<file path="src/rtl/gray_to_bin_serial_pkg.sv">
// Shared types and default widths for the Gray encode/decode blocks.
package gray_pkg;

    typedef enum logic [1:0] {
        IDLE,
        DECODE,
        HOLD
    } state_t;

    localparam int GRAY_W     = 4;
    localparam int GRAY_ERR_W = 8;

endpackage

</file>
<file path="src/rtl/gray_to_bin_serial_if.sv">
// Input and result handshakes of the serial Gray-to-binary decoder.
interface gray_to_bin_serial_if
    import gray_pkg::*;
#(
    parameter int WIDTH = GRAY_W,
    parameter int ERR_W = GRAY_ERR_W
);
    logic             in_valid;
    logic             in_ready;
    logic [WIDTH-1:0] in_gray;
    logic             out_valid;
    logic             out_ready;
    logic [WIDTH-1:0] out_bin;
    logic             out_step_err;
    logic [ERR_W-1:0] err_count;

    modport master (
        output in_valid, in_gray, out_ready,
        input  in_ready, out_valid, out_bin, out_step_err, err_count
    );

    modport slave (
        input  in_valid, in_gray, out_ready,
        output in_ready, out_valid, out_bin, out_step_err, err_count
    );
endinterface

</file>
<file path="src/rtl/gray_to_bin_serial_step_check.sv">
// Tracks the last consumed word and flags results that are not previous+1.
module gray_step_check
    import gray_pkg::*;
#(
    parameter int WIDTH = GRAY_W,
    parameter int ERR_W = GRAY_ERR_W
) (
    input  logic             clk,
    input  logic             rst,
    input  logic [WIDTH-1:0] check_bin,
    input  logic             consume,
    input  logic [WIDTH-1:0] consumed_bin,
    input  logic             consumed_err,
    output logic             step_err,
    output logic [ERR_W-1:0] err_count
);
    logic [WIDTH-1:0] prev;
    logic             have_prev;
    logic [WIDTH-1:0] expected;

    always_comb begin
        expected = prev + 1'b1;
        step_err = have_prev & (check_bin != expected);
    end

    always_ff @(posedge clk) begin
        if (rst) begin
            prev      <= '0;
            have_prev <= 1'b0;
            err_count <= '0;
        end else if (consume) begin
            prev      <= consumed_bin;
            have_prev <= 1'b1;
            if (consumed_err && (err_count != '1))
                err_count <= err_count + 1'b1;
        end
    end
endmodule

</file>
<file path="src/rtl/gray_to_bin_serial.sv">
// MSB-first serial Gray-to-binary decoder with valid/ready in and out.
module gray_to_bin_serial
    import gray_pkg::*;
#(
    parameter int WIDTH = GRAY_W,
    parameter int ERR_W = GRAY_ERR_W
) (
    input logic clk,
    input logic rst,
    gray_to_bin_serial_if.slave bus
);
    localparam int IDX_W = (WIDTH > 2) ? $clog2(WIDTH) : 1;

    state_t           state;
    logic [WIDTH-1:0] g_reg;
    logic [WIDTH-1:0] b;
    logic [WIDTH-1:0] b_next;
    logic [WIDTH-1:0] final_bin;
    logic [IDX_W-1:0] idx;
    logic             valid_q;
    logic             err_q;
    logic             step_err;
    logic             consume;

    assign bus.in_ready     = (state == IDLE) & ~rst;
    assign bus.out_valid    = valid_q;
    assign bus.out_bin      = b;
    assign bus.out_step_err = err_q;
    assign consume          = valid_q & bus.out_ready;

    // Bit idx of the result; the step check sees the completed word on the last DECODE cycle.
    always_comb begin
        b_next            = b;
        b_next[WIDTH-1]   = g_reg[WIDTH-1];
        for (int unsigned i = 0; i + 1 < WIDTH; i++) begin
            if (i == 32'(idx))
                b_next[i] = b[i+1] ^ g_reg[i];
        end
        final_bin = (WIDTH == 1) ? bus.in_gray : b_next;
    end

    always_ff @(posedge clk) begin
        if (rst) begin
            state   <= IDLE;
            g_reg   <= '0;
            b       <= '0;
            idx     <= '0;
            valid_q <= 1'b0;
            err_q   <= 1'b0;
        end else begin
            case (state)
                IDLE: begin
                    if (bus.in_valid) begin
                        g_reg           <= bus.in_gray;
                        b               <= '0;
                        b[WIDTH-1]      <= bus.in_gray[WIDTH-1];
                        if (WIDTH == 1) begin
                            state   <= HOLD;
                            valid_q <= 1'b1;
                            err_q   <= step_err;
                        end else begin
                            idx   <= IDX_W'(WIDTH - 2);
                            state <= DECODE;
                        end
                    end
                end
                DECODE: begin
                    b   <= b_next;
                    idx <= idx - 1'b1;
                    if (idx == '0) begin
                        state   <= HOLD;
                        valid_q <= 1'b1;
                        err_q   <= step_err;
                    end
                end
                HOLD: begin
                    if (bus.out_ready) begin
                        valid_q <= 1'b0;
                        state   <= IDLE;
                    end
                end
                default: state <= IDLE;
            endcase
        end
    end

    gray_step_check #(
        .WIDTH(WIDTH),
        .ERR_W(ERR_W)
    ) u_step_check (
        .clk         (clk),
        .rst         (rst),
        .check_bin   (final_bin),
        .consume     (consume),
        .consumed_bin(b),
        .consumed_err(err_q),
        .step_err    (step_err),
        .err_count   (bus.err_count)
    );
endmodule

</file>
<file path="src/flat_wrapper.sv">
// flat-port wrapper written by rule: the top's interface ports become plain ports
module gray_to_bin_serial_flat import gray_pkg::*;
#(
    parameter int WIDTH = GRAY_W,
    parameter int ERR_W = GRAY_ERR_W
)
  (clk, rst, bus_in_valid, bus_in_gray, bus_out_ready, bus_in_ready, bus_out_valid, bus_out_bin, bus_out_step_err, bus_err_count);
  gray_to_bin_serial_if #(.WIDTH(WIDTH), .ERR_W(ERR_W)) bus_i ();
  input logic clk;
  input logic rst;
  input wire logic [$bits(bus_i.in_valid)-1:0] bus_in_valid;
  input wire logic [$bits(bus_i.in_gray)-1:0] bus_in_gray;
  input wire logic [$bits(bus_i.out_ready)-1:0] bus_out_ready;
  output wire logic [$bits(bus_i.in_ready)-1:0] bus_in_ready;
  output wire logic [$bits(bus_i.out_valid)-1:0] bus_out_valid;
  output wire logic [$bits(bus_i.out_bin)-1:0] bus_out_bin;
  output wire logic [$bits(bus_i.out_step_err)-1:0] bus_out_step_err;
  output wire logic [$bits(bus_i.err_count)-1:0] bus_err_count;
  assign bus_i.in_valid = bus_in_valid;
  assign bus_i.in_gray = bus_in_gray;
  assign bus_i.out_ready = bus_out_ready;
  assign bus_in_ready = bus_i.in_ready;
  assign bus_out_valid = bus_i.out_valid;
  assign bus_out_bin = bus_i.out_bin;
  assign bus_out_step_err = bus_i.out_step_err;
  assign bus_err_count = bus_i.err_count;
  gray_to_bin_serial #(.WIDTH(WIDTH), .ERR_W(ERR_W)) u_core (.clk(clk), .rst(rst), .bus(bus_i));
endmodule
</file>
<file path="config.mk">
export PLATFORM = sky130hd
export DESIGN_NAME = gray_to_bin_serial_flat
export DESIGN_NICKNAME = d
export VERILOG_FILES = /design/src/rtl/gray_to_bin_serial_pkg.sv /design/src/rtl/gray_to_bin_serial_if.sv /design/src/rtl/gray_to_bin_serial_step_check.sv /design/src/rtl/gray_to_bin_serial.sv /design/src/flat_wrapper.sv
export SDC_FILE = /design/constraint.sdc
export NUM_CORES = 1
export LEC_CHECK = 0
export ABC_AREA = 1
export CAP_MARGIN = 10
export CORE_ASPECT_RATIO = 0.5
export CORE_MARGIN = 4
export CORE_UTILIZATION = 46
export CTS_CLUSTER_SIZE = 25
export DETAILED_ROUTE_END_ITERATION = 6
export PLACE_DENSITY_LB_ADDON = 0.2
export SLEW_MARGIN = 20
export SYNTH_ARGS = -nofsm -noshare
export SYNTH_HDL_FRONTEND = slang
export SYNTH_SLANG_ARGS = --single-unit
</file>
<file path="constraint.sdc">
create_clock -name clk -period 1.4 [get_ports clk]
set_input_delay 0.28 -clock clk [delete_from_list [all_inputs] [get_ports clk]]
set_output_delay 0.28 -clock clk [all_outputs]
set_load 0.05 [all_outputs]
</file>
==> run_results.csv, run 1 <==
group,metric,value,unit
sta,tns,-8.01,ps
final_layout,drive_above_1_share,32.6,%
clocking,worstSkewPairLatency,280,ps
detailed_routing,ant_nets,0,
detailed_routing,vias,1302,
clocking,cts_inserted_buffers,3,
critical_path,critical_path.reg2reg.startpoint,"u_core.idx[0]",
detailed_routing,drc,0,
pwr,clockPowerShare,25.8,%
sta,fin_worst_skew,7.63,ps
sta,post-route-period-util,101,%
die,initial_core_util,49.8,%
clocking,hold_buffers,0,
yosys,synth_top_area_share,40.4,%
critical_path,path_class,"flip-flop to flip-flop",
yosys,synth.avg_cell_area,7.26,sq um
yosys,synthCells,184,
clocking,cts_root_buffer,"clkbuf_8",
global_route,grtUsageTotal,16.9,%
sta,fmax,0.710,GHz
pwr,share_comb_of_total_power,25.0,%
sta,rsz0062_at_grt,"yes",
final_layout,stdcell_count,261,
yosys,ys_warn_count,0,
critical_path,cp.required,1620,ps
clocking,cts.reportedPaths.clkPinSlew,100,ps
global_route,grt_pass1_vias,1216,
critical_path,cp_max_fo,3,
die,core-area,2680,sq um
global_route,grt_pass1_wl,5110,um
detailed_routing,routedWlPerCell,12.4,um
pwr,irDropWorstVdd,737,uV
die,die_area,3880,sq um
worst_hold_path,hold_depth,2,
die,row_count,13,
final_layout,fillCellCount,203,
pwr,internal_power,0.00121,W
critical_path,rrSetupSlack,-8,ps
yosys,synth_area_leaders,"dfxtp_1 (40%), nand2_1 (12%), a21oi_1 (7.5%)",
final_layout,regArea,563,sq um
die,dieHeight,46.1,um
final_layout,max_flop_register,"u_core.u_step_check.err_count",
global_route,antenna_found_initial,0,
sta,post-route-min-period,1410,ps
die,die_w,84.2,um
run,drv_cap,0,
sta,finalHoldViolations,0,
detailed_routing,avgViaCountPerCell,4.99,
detailed_routing,drt_iter0_drc,42,
pwr,powerDensity,862,nW/um^2
pwr,p_seq_share,49.2,%
die,ios,23,
yosys,syn_nets,197,
global_route,grt_max_degree,16,
clocking,cts_buffer_depth,2,
yosys,synth_area,1340,sq um
clocking,cts.sinks,27,
sta,max_slew_margin,72.6,%
run_status,status,"finished, violations left",
sta,finalMaxSlewViolations,0,
critical_path,startpoint_type,"flip-flop",
global_route,overflow,0,
placed_design,dp_cells,253,
critical_path,r2r_cells,9,
yosys,ys_seq_elements,27,
final_layout,syn_to_final_growth,50.7,%
critical_path,crit_arrival,1620,ps
critical_path,worstReg2RegEnd,"u_core.bus.out_step_err",
final_layout,multiInputGateArea,772,sq um
placed_design,io_buffers,22,
final_layout,nets,238,
clocking,htreeDepth,1,
sta,setup_ws,-8.01,ps
yosys,yosysUniqueCellTypes,29,
sta,tightestPinTransition,410,ps
pwr,swShare,30.3,%
placed_design,dp_hpwl,2250,um
clocking,cts_tree,"done",
final_layout,diodes,0,
worst_hold_path,hold_class,"flip-flop to flip-flop",
yosys,ys_seq_area_share,40.4,%
final_layout,largest_reg_flops,8,
worst_hold_path,holdPathEnd,"u_core.u_step_check.have_prev",
sta,finalSetupViolCount,1,
critical_path,cp-end-kind,"flip-flop",
pwr,power_leakage,0.813,nW
detailed_routing,routed_wl,3230,um
run_status,failed_checks,"setup timing",
worst_hold_path,hp-start,"u_core.u_step_check.have_prev",
placed_design,gp_congestion,0.802,
yosys,synth_top_area_cell,"dfxtp_1",
pwr,p_switching,0.000526,W
detailed_routing,dr.pass1.iters,4,
## worst max-delay path by stage
stage / cells after the start / start / slack, ps / endpoint
2_1_floorplan: 9 / u_core.u_step_check.err_count[0] / -50 / u_core.u_step_check.err_count[5]
3_3_place_gp: 8 / bus_out_ready / -100 / u_core.u_step_check.err_count[4]
3_5_place_dp: 8 / bus_out_ready / -120 / u_core.u_step_check.err_count[5]
4_1_cts: 9 / u_core.idx[0] / -20 / u_core.bus.out_step_err
5_1_grt: 9 / u_core.idx[0] / -80 / u_core.bus.out_step_err
6_report: 9 / u_core.idx[0] / -8 / u_core.bus.out_step_err
## worst max-delay path, stage by stage (launching register included)
cell and delay [ps]:
dfxtp_2 360, inv_2 60, ha_4 160, or2_1 240, a21boi_2 170, nor2_1 80
nor2_1 50, nand2_1 70, nand2_1 70, a21oi_2 100
## repair_timing
item | in CTS | in global routing
setup endpoints to repair | 4 | 9
hold endpoints to repair | 0 | 0
setup buffers | 2 | 2
gates resized for setup | 8 | 11
pin swaps | 6 | 5
## through the flow
stage	area (sq um)	total power [W]	util (%)	worst slack [ps]	hold slack (ps)
after floorplan	1370	0.00111	-	-47.3	436
after global placement	1880	0.00126	69.9	-96.4	449
after detailed placement	1880	0.00127	69.9	-118	453
after CTS	1950	0.00171	72.7	-20.0	467
after global routing	2010	0.00182	75.0	-79.4	491
final	2010	0.00173	75.0	-8.01	467
## layer usage
layer	track usage, %	vias to the layer above	wire length [um]
met5	0	-	0
met4	4.49	0	9
met3	4.64	2	133
met2	32.6	23	1660
met1	19.0	599	1430
li1	-	678	-
## Yosys cell counts
master and instances:
o21ai_1 3, nand2_4 1, inv_4 1, a221oi_1 1, nor2_4 2, nor4_1 1
o31a_1 1, inv_2 1, xnor2_1 2, a21oi_1 20, inv_1 20, nor3_1 1
or2_1 3, o21bai_1 2, a31oi_1 1, a21boi_1 1, clkbuf_1 3, nor2_2 2
nand2_1 44, nand3_1 11, nor3b_2 1, o21ai_0 9, ha_1 5, nand3_2 1
xor2_1 2, nor2_1 15, nand2_2 2, dfxtp_1 27, nand3b_1 1
## power by group through the flow
stage	combinational [W]	clock [W]	sequential, W
after floorplan	0.000218	0	0.000887
after global placement	0.000398	0	0.000863
after detailed placement	0.000408	0	0.000865
after CTS	0.000411	0.000454	0.000850
after global routing	0.000476	0.000484	0.000859
final	0.000434	0.000448	0.000853
## final cells by class
| class | instances | area share, % |
|---|---|---|
| repair buffers | 39 | 24.9 |
| multi-input cells | 132 | 38.3 |
| inverters | 22 | 4.23 |
| well taps | 37 | 2.30 |
| flip-flops and latches | 27 | 28.0 |
| clock inverters | 1 | 0.249 |
| clock buffers | 3 | 2.05 |
## placed cells by master (no fill, tap or decap), types with 2 or more instances in the layout
cell type	n
dfxtp_4	2
nand2_1	43
or2_1	2
o21ai_0	9
dfxtp_2	12
ha_4	2
inv_2	3
xnor2_1	2
nor2_1	14
nor2_4	3
nand2_2	3
xor2_1	2
dfxtp_1	13
a21oi_1	19
buf_12	15
nand3_1	10
ha_1	3
clkdlybuf4s50_1	6
o21bai_1	2
inv_1	18
nor2_2	2
clkbuf_8	3
o21ai_1	2
buf_4	16
## kinds of logic (layout without fill, tap and decap cells)
| logic type | after synthesis | count (layout) | synth area share [%] |
|---|---|---|---|
| XOR/XNOR | 4 | 4 | 2.62 |
| adder cells (fa/ha/maj) | 5 | 5 | 4.68 |
| AO/OA/AOI/OAI | 38 | 38 | 15.4 |
| buffers and inverters | 25 | 65 | 7.21 |
| AND/OR/NAND/NOR | 85 | 85 | 29.6 |
| flip-flops | 27 | 27 | 40.4 |
No activity file was read; power rests on OpenSTA's default activity.
==> run 2, diff against run 1 <==
--- a/config.mk
+++ b/config.mk
@@ -7,12 +7,14 @@
 export LEC_CHECK = 0
 export ABC_AREA = 1
 export CAP_MARGIN = 10
-export CORE_ASPECT_RATIO = 0.5
+export CELL_PAD_IN_SITES_DETAIL_PLACEMENT = 0
+export CELL_PAD_IN_SITES_GLOBAL_PLACEMENT = 1
+export CORE_ASPECT_RATIO = 2
 export CORE_MARGIN = 4
-export CORE_UTILIZATION = 46
+export CORE_UTILIZATION = 33
 export CTS_CLUSTER_SIZE = 25
 export DETAILED_ROUTE_END_ITERATION = 6
-export PLACE_DENSITY_LB_ADDON = 0.2
+export PLACE_DENSITY_LB_ADDON = 0.1
 export SLEW_MARGIN = 20
 export SYNTH_ARGS = -nofsm -noshare
 export SYNTH_HDL_FRONTEND = slang
==> run_results.csv, run 2 (synthesized netlist as in run 1, its figures left out) <==
group,metric,value,unit
run_status,status,"finished clean",
final_layout,largest_reg_flops,8,
critical_path,cp.required,1570,ps
clocking,htreeDepth,1,
die,core-area,3880,sq um
sta,max_slew_margin,72.0,%
placed_design,gp_congestion,0.759,
sta,fmax,0.726,GHz
die,die_w,53.0,um
critical_path,cp_max_fo,6,
critical_path,crit_arrival,1540,ps
sta,fin_worst_skew,4.59,ps
clocking,cts_inserted_buffers,3,
final_layout,max_flop_register,"u_core.u_step_check.err_count",
die,ios,23,
run,drv_cap,0,
final_layout,drive_above_1_share,33.8,%
clocking,cts.reportedPaths.clkPinSlew,90,ps
sta,rsz0062_at_grt,"yes",
final_layout,syn_to_final_growth,54.9,%
final_layout,final_cell_mix,"nand2_1 (42), a21oi_1 (19), inv_1 (18)",
die,die_area,5190,sq um
global_route,overflow,0,
global_route,grt_max_degree,15,
final_layout,nets,239,
clocking,cts.sinks,27,
sta,post-route-min-period,1380,ps
detailed_routing,ant_nets,0,
die,dieHeight,98.0,um
sta,tightestPinTransition,419,ps
critical_path,startpoint_type,"flip-flop",
sta,hold_ws,472,ps
placed_design,io_buffers,22,
detailed_routing,routed_wl,3420,um
clocking,cts_root_buffer,"clkbuf_8",
critical_path,cp-end-kind,"flip-flop",
final_layout,final_common_cell,"nand2_1",
placed_design,dp_hpwl,2710,um
clocking,cts_buffer_depth,2,
critical_path,path_class,"flip-flop to flip-flop",
sta,finalHoldViolations,0,
pwr,irDropWorstVdd,627,uV
global_route,antenna_found_initial,0,
clocking,worstSkewPairLatency,270,ps
global_route,grt_pass1_vias,1274,
detailed_routing,drt_iter0_drc,16,
sta,finalSetupViolCount,0,
detailed_routing,routedWlPerCell,12.4,um
die,initial_core_util,34.4,%
global_route,grtUsageTotal,14.6,%
pwr,power_leakage,0.847,nW
worst_hold_path,hold_class,"flip-flop to flip-flop",
detailed_routing,vias,1305,
global_route,grt_pass1_wl,5690,um
detailed_routing,avgViaCountPerCell,4.73,
clocking,cts_tree,"done",
sta,tns,0,ps
final_layout,diodes,0,
pwr,powerDensity,835,nW/um^2
sta,post-route-period-util,98.4,%
detailed_routing,dr.pass1.iters,4,
die,row_count,32,
final_layout,stdcell_count,276,
sta,finalMaxSlewViolations,0,
final_layout,fillCellCount,384,
placed_design,dp_cells,268,
detailed_routing,drc,0,
run 2: report_power, final:
group | switching (W) | internal (W) | total (W)
sequential | 0.0000422 | 0.000809 | 0.000851
clock | 0.000239 | 0.000204 | 0.000443
combinational | 0.000233 | 0.000202 | 0.000435
run 2: worst paths after layout:
kind                               startpoint                               end  slack, ps  depth (start not counted)
max          u_core.u_step_check.err_count[1]  u_core.u_step_check.err_count[0]         20                          9
min                           u_core.g_reg[2]                   u_core.g_reg[2]        470                          2
max reg2reg  u_core.u_step_check.err_count[1]  u_core.u_step_check.err_count[0]         20                          9
min reg2reg                   u_core.g_reg[2]                   u_core.g_reg[2]        470                          2
run 2: what timing repair did:
action / CTS / global route
cloned: 0 / 0
endpoints found under the setup margin: 2 / 10
pin swaps: 3 / 12
resized for setup: 6 / 19
hold buffers: 0 / 0
setup buffers: 1 / 3
run 2: layer usage:
layer,global-route usage (%),part of all wire (%),routed length [um],vias up
met5,0,0,0,-
met4,5.31,1.3,46,0
met3,1.98,2.7,91,4
met2,28.6,59,2030,16
met1,14.4,37,1250,602
li1,-,-,-,683
run 2: layout make-up:
class                      count  area [sq um]  share of cell area, %
clock buffer                   4          45.0                   2.18
inverter                      22          87.6                   4.23
multi-input combinational    132           774                   37.4
sequential                    27           562                   27.1
tap                           51          63.8                   3.08
timing repair buffer          40           537                   25.9
run 2: worst max-delay path, cell delays in order (launching register included):
cell and delay (ps):
dfxtp_4 370, ha_4 150, nand3_4 80, nor2_4 120, nand3_2 100, nand2_4 120, inv_6 60, buf_6 120
o21ai_1 110, a21oi_1 50
run 2: per-stage QoR:
| stage | total power, W | cell area (sq um) | worst slack (ps) | util, % |
|---|---|---|---|---|
| 2_1_floorplan | 0.00111 | 1370 | -47.3 | - |
| 3_3_place_gp | 0.00128 | 1910 | -138 | 49.3 |
| 3_5_place_dp | 0.00129 | 1910 | -180 | 49.3 |
| 4_1_cts | 0.00175 | 1970 | -0.0863 | 50.8 |
| 5_1_grt | 0.00183 | 2070 | -76.5 | 53.3 |
| 6_report | 0.00173 | 2070 | 22.6 | 53.3 |
==> run 3, diff against run 2 <==
--- a/config.mk
+++ b/config.mk
@@ -10,8 +10,7 @@
 export CELL_PAD_IN_SITES_DETAIL_PLACEMENT = 0
 export CELL_PAD_IN_SITES_GLOBAL_PLACEMENT = 1
 export CORE_ASPECT_RATIO = 2
-export CORE_MARGIN = 4
-export CORE_UTILIZATION = 33
+export CORE_UTILIZATION = 37
 export CTS_CLUSTER_SIZE = 25
 export DETAILED_ROUTE_END_ITERATION = 6
 export PLACE_DENSITY_LB_ADDON = 0.1
==> constraint.sdc (replaced) <==
create_clock -name clk -period 1.29 [get_ports clk]
set_input_delay 0.258 -clock clk [delete_from_list [all_inputs] [get_ports clk]]
set_output_delay 0.258 -clock clk [all_outputs]
set_load 0.05 [all_outputs]
==> run_results.csv, run 3 (synthesized netlist as in run 1, its figures left out) <==
group,metric,value,unit
run_status,status,"finished, violations left",
run_status,failed_checks,"setup timing",
critical_path,cp-end-kind,"flip-flop",
final_layout,final_cell_mix,"nand2_1 (41), buf_4 (22), inv_1 (18)",
sta,finalMaxSlewViolations,0,
critical_path,cp.required,1500,ps
clocking,cts_root_buffer,"clkbuf_8",
detailed_routing,dr.pass1.iters,4,
final_layout,final_util,64.1,%
detailed_routing,ant_nets,0,
final_layout,stdcell_area,2190,sq um
sta,rsz0062_at_grt,"yes",
critical_path,cp_common_cell,"nand2_1",
die,row_count,30,
clocking,cts_buffer_depth,2,
sta,fmax,0.720,GHz
pwr,share_comb_of_total_power,26.4,%
final_layout,largest_reg_flops,8,
sta,setup_ws,-99.5,ps
pwr,p_seq_share,48.6,%
sta,tightestPinTransition,312,ps
critical_path,cp_max_fo,3,
pwr,swShare,29.5,%
clocking,cts_inserted_buffers,3,
placed_design,dp_hpwl,2780,um
sta,max_slew_margin,79.0,%
detailed_routing,vias,1331,
pwr,clockPowerShare,25.1,%
sta,post-route-min-period,1390,ps
critical_path,cp_cell_sequence,"inv_2 -> ha_4 -> or2_1 -> a21boi_1 -> nor2_1 -> nor2_2 -> nand2_1 -> nand2_1 -> a21oi_2",
pwr,irDropWorstVdd,670,uV
die,core-area,3420,sq um
run,drv_cap,0,
die,ios,23,
final_layout,syn_to_final_growth,64.0,%
placed_design,placement.cell_area,2000,sq um
final_layout,final_common_cell,"nand2_1",
critical_path,critPathBufInv,1,
worst_hold_path,hold_class,"flip-flop to flip-flop",
critical_path,startpoint_type,"flip-flop",
critical_path,slowest_stage,"dfxtp_2",
global_route,overflow,0,
clocking,worstSkewPairLatency,270,ps
die,die_area,3870,sq um
placed_design,dp_slack,-231,ps
die,dieHeight,87.0,um
detailed_routing,avgViaCountPerCell,4.74,
pwr,internal_power,0.00134,W
sta,finalHoldViolations,0,
global_route,grt_max_degree,15,
critical_path,worst_path_dominant_cell_family,"simple AND/OR/NAND/NOR gates",
detailed_routing,routed_wl,3510,um
clocking,htreeDepth,1,
die,initial_core_util,39.1,%
pwr,p_switching,0.000561,W
final_layout,diodes,0,
detailed_routing,drt_iter0_drc,20,
critical_path,critical-path-max-stage-delay,360,ps
pwr,power.total,0.00190,W
clocking,cts.sinks,27,
global_route,grt_pass1_wl,5670,um
global_route,grt_pass1_vias,1289,
critical_path,crit_arrival,1600,ps
placed_design,io_buffers,22,
detailed_routing,drc,0,
critical_path,path_class,"flip-flop to flip-flop",
clocking,cts.reportedPaths.clkPinSlew,90,ps
pwr,power_leakage,0.902,nW
global_route,grtUsageTotal,19.7,%
clocking,hold_buffers,0,
final_layout,max_flop_register,"u_core.u_step_check.err_count",
detailed_routing,routedWlPerCell,12.5,um
final_layout,nets,247,
sta,fin_worst_skew,3.07,ps
placed_design,gp_congestion,0.823,
clocking,cts_tree,"done",
sta,finalSetupViolCount,7,
final_layout,drive_above_1_share,39.5,%
sta,hold_ws,472,ps
die,die_w,44.5,um
global_route,antenna_found_initial,0,
pwr,powerDensity,868,nW/um^2
sta,post-route-period-util,108,%
run 3: changes by cell type in the layout (fill, tap and decap cells not counted), sizes merged:
cell / change
buf: +9
clkbuf: -1
dlygate4sd2: +1
dlymetal6s2s: -1
run 3: timing repair:
item,4_1_cts,5_1_grt
gates resized for setup,17,16
buffers inserted,2,1
pin swaps,9,10
setup endpoints to repair,11,11
run 3: power by group through the flow:
stage | combinational, W | sequential [W] | clock [W]
floorplan | 0.000241 | 0.000966 | 0
finish | 0.000501 | 0.000924 | 0.000477
CTS | 0.000508 | 0.000927 | 0.000492
global route | 0.000558 | 0.000931 | 0.000533
detailed placement | 0.000492 | 0.000943 | 0
global placement | 0.000484 | 0.000939 | 0
run 3: layout make-up:
class                   instances  area [sq um]
inverters                      22          90.1
multi-input cells             132           837
clock buffers                   4          45.0
flip-flops and latches         27           571
repair buffers                 48           588
fillers                       299          1220
well taps                      48          60.1
run 3: routing by layer:
metal  global-route usage (%)  part of all wire, %  vias to the layer above
li1                         -                    -                      696
met1                     18.3                   34                      613
met2                     40.8                   64                       20
met3                     1.87                  1.4                        2
met4                     6.61                 0.60                        0
met5                        0                    0                        -
run 3: worst paths after layout:
| path | start | cells past startpoint | end | slack (ps) |
|---|---|---|---|---|
| max reg2reg | u_core.idx[0] | 9 | u_core.bus.out_step_err | -100 |
| min | u_core.u_step_check.have_prev | 2 | u_core.u_step_check.have_prev | 470 |
| min reg2reg | u_core.u_step_check.have_prev | 2 | u_core.u_step_check.have_prev | 470 |
| max | u_core.idx[0] | 9 | u_core.bus.out_step_err | -100 |
run 3: stage by stage:
step                cells  TNS [ps]
floorplan             184      -552
global route          281      -878
CTS                   280      -601
global placement      274     -2720
finish                281      -330
detailed placement    274     -3310
run 3: worst reg2reg max path, cell delays in order, from the launching register on:
cell and delay [ps]:
dfxtp_2 360, inv_2 60, ha_4 170, or2_1 210, a21boi_1 140, nor2_1 110, nor2_2 50, nand2_1 70
nand2_1 60, a21oi_2 100
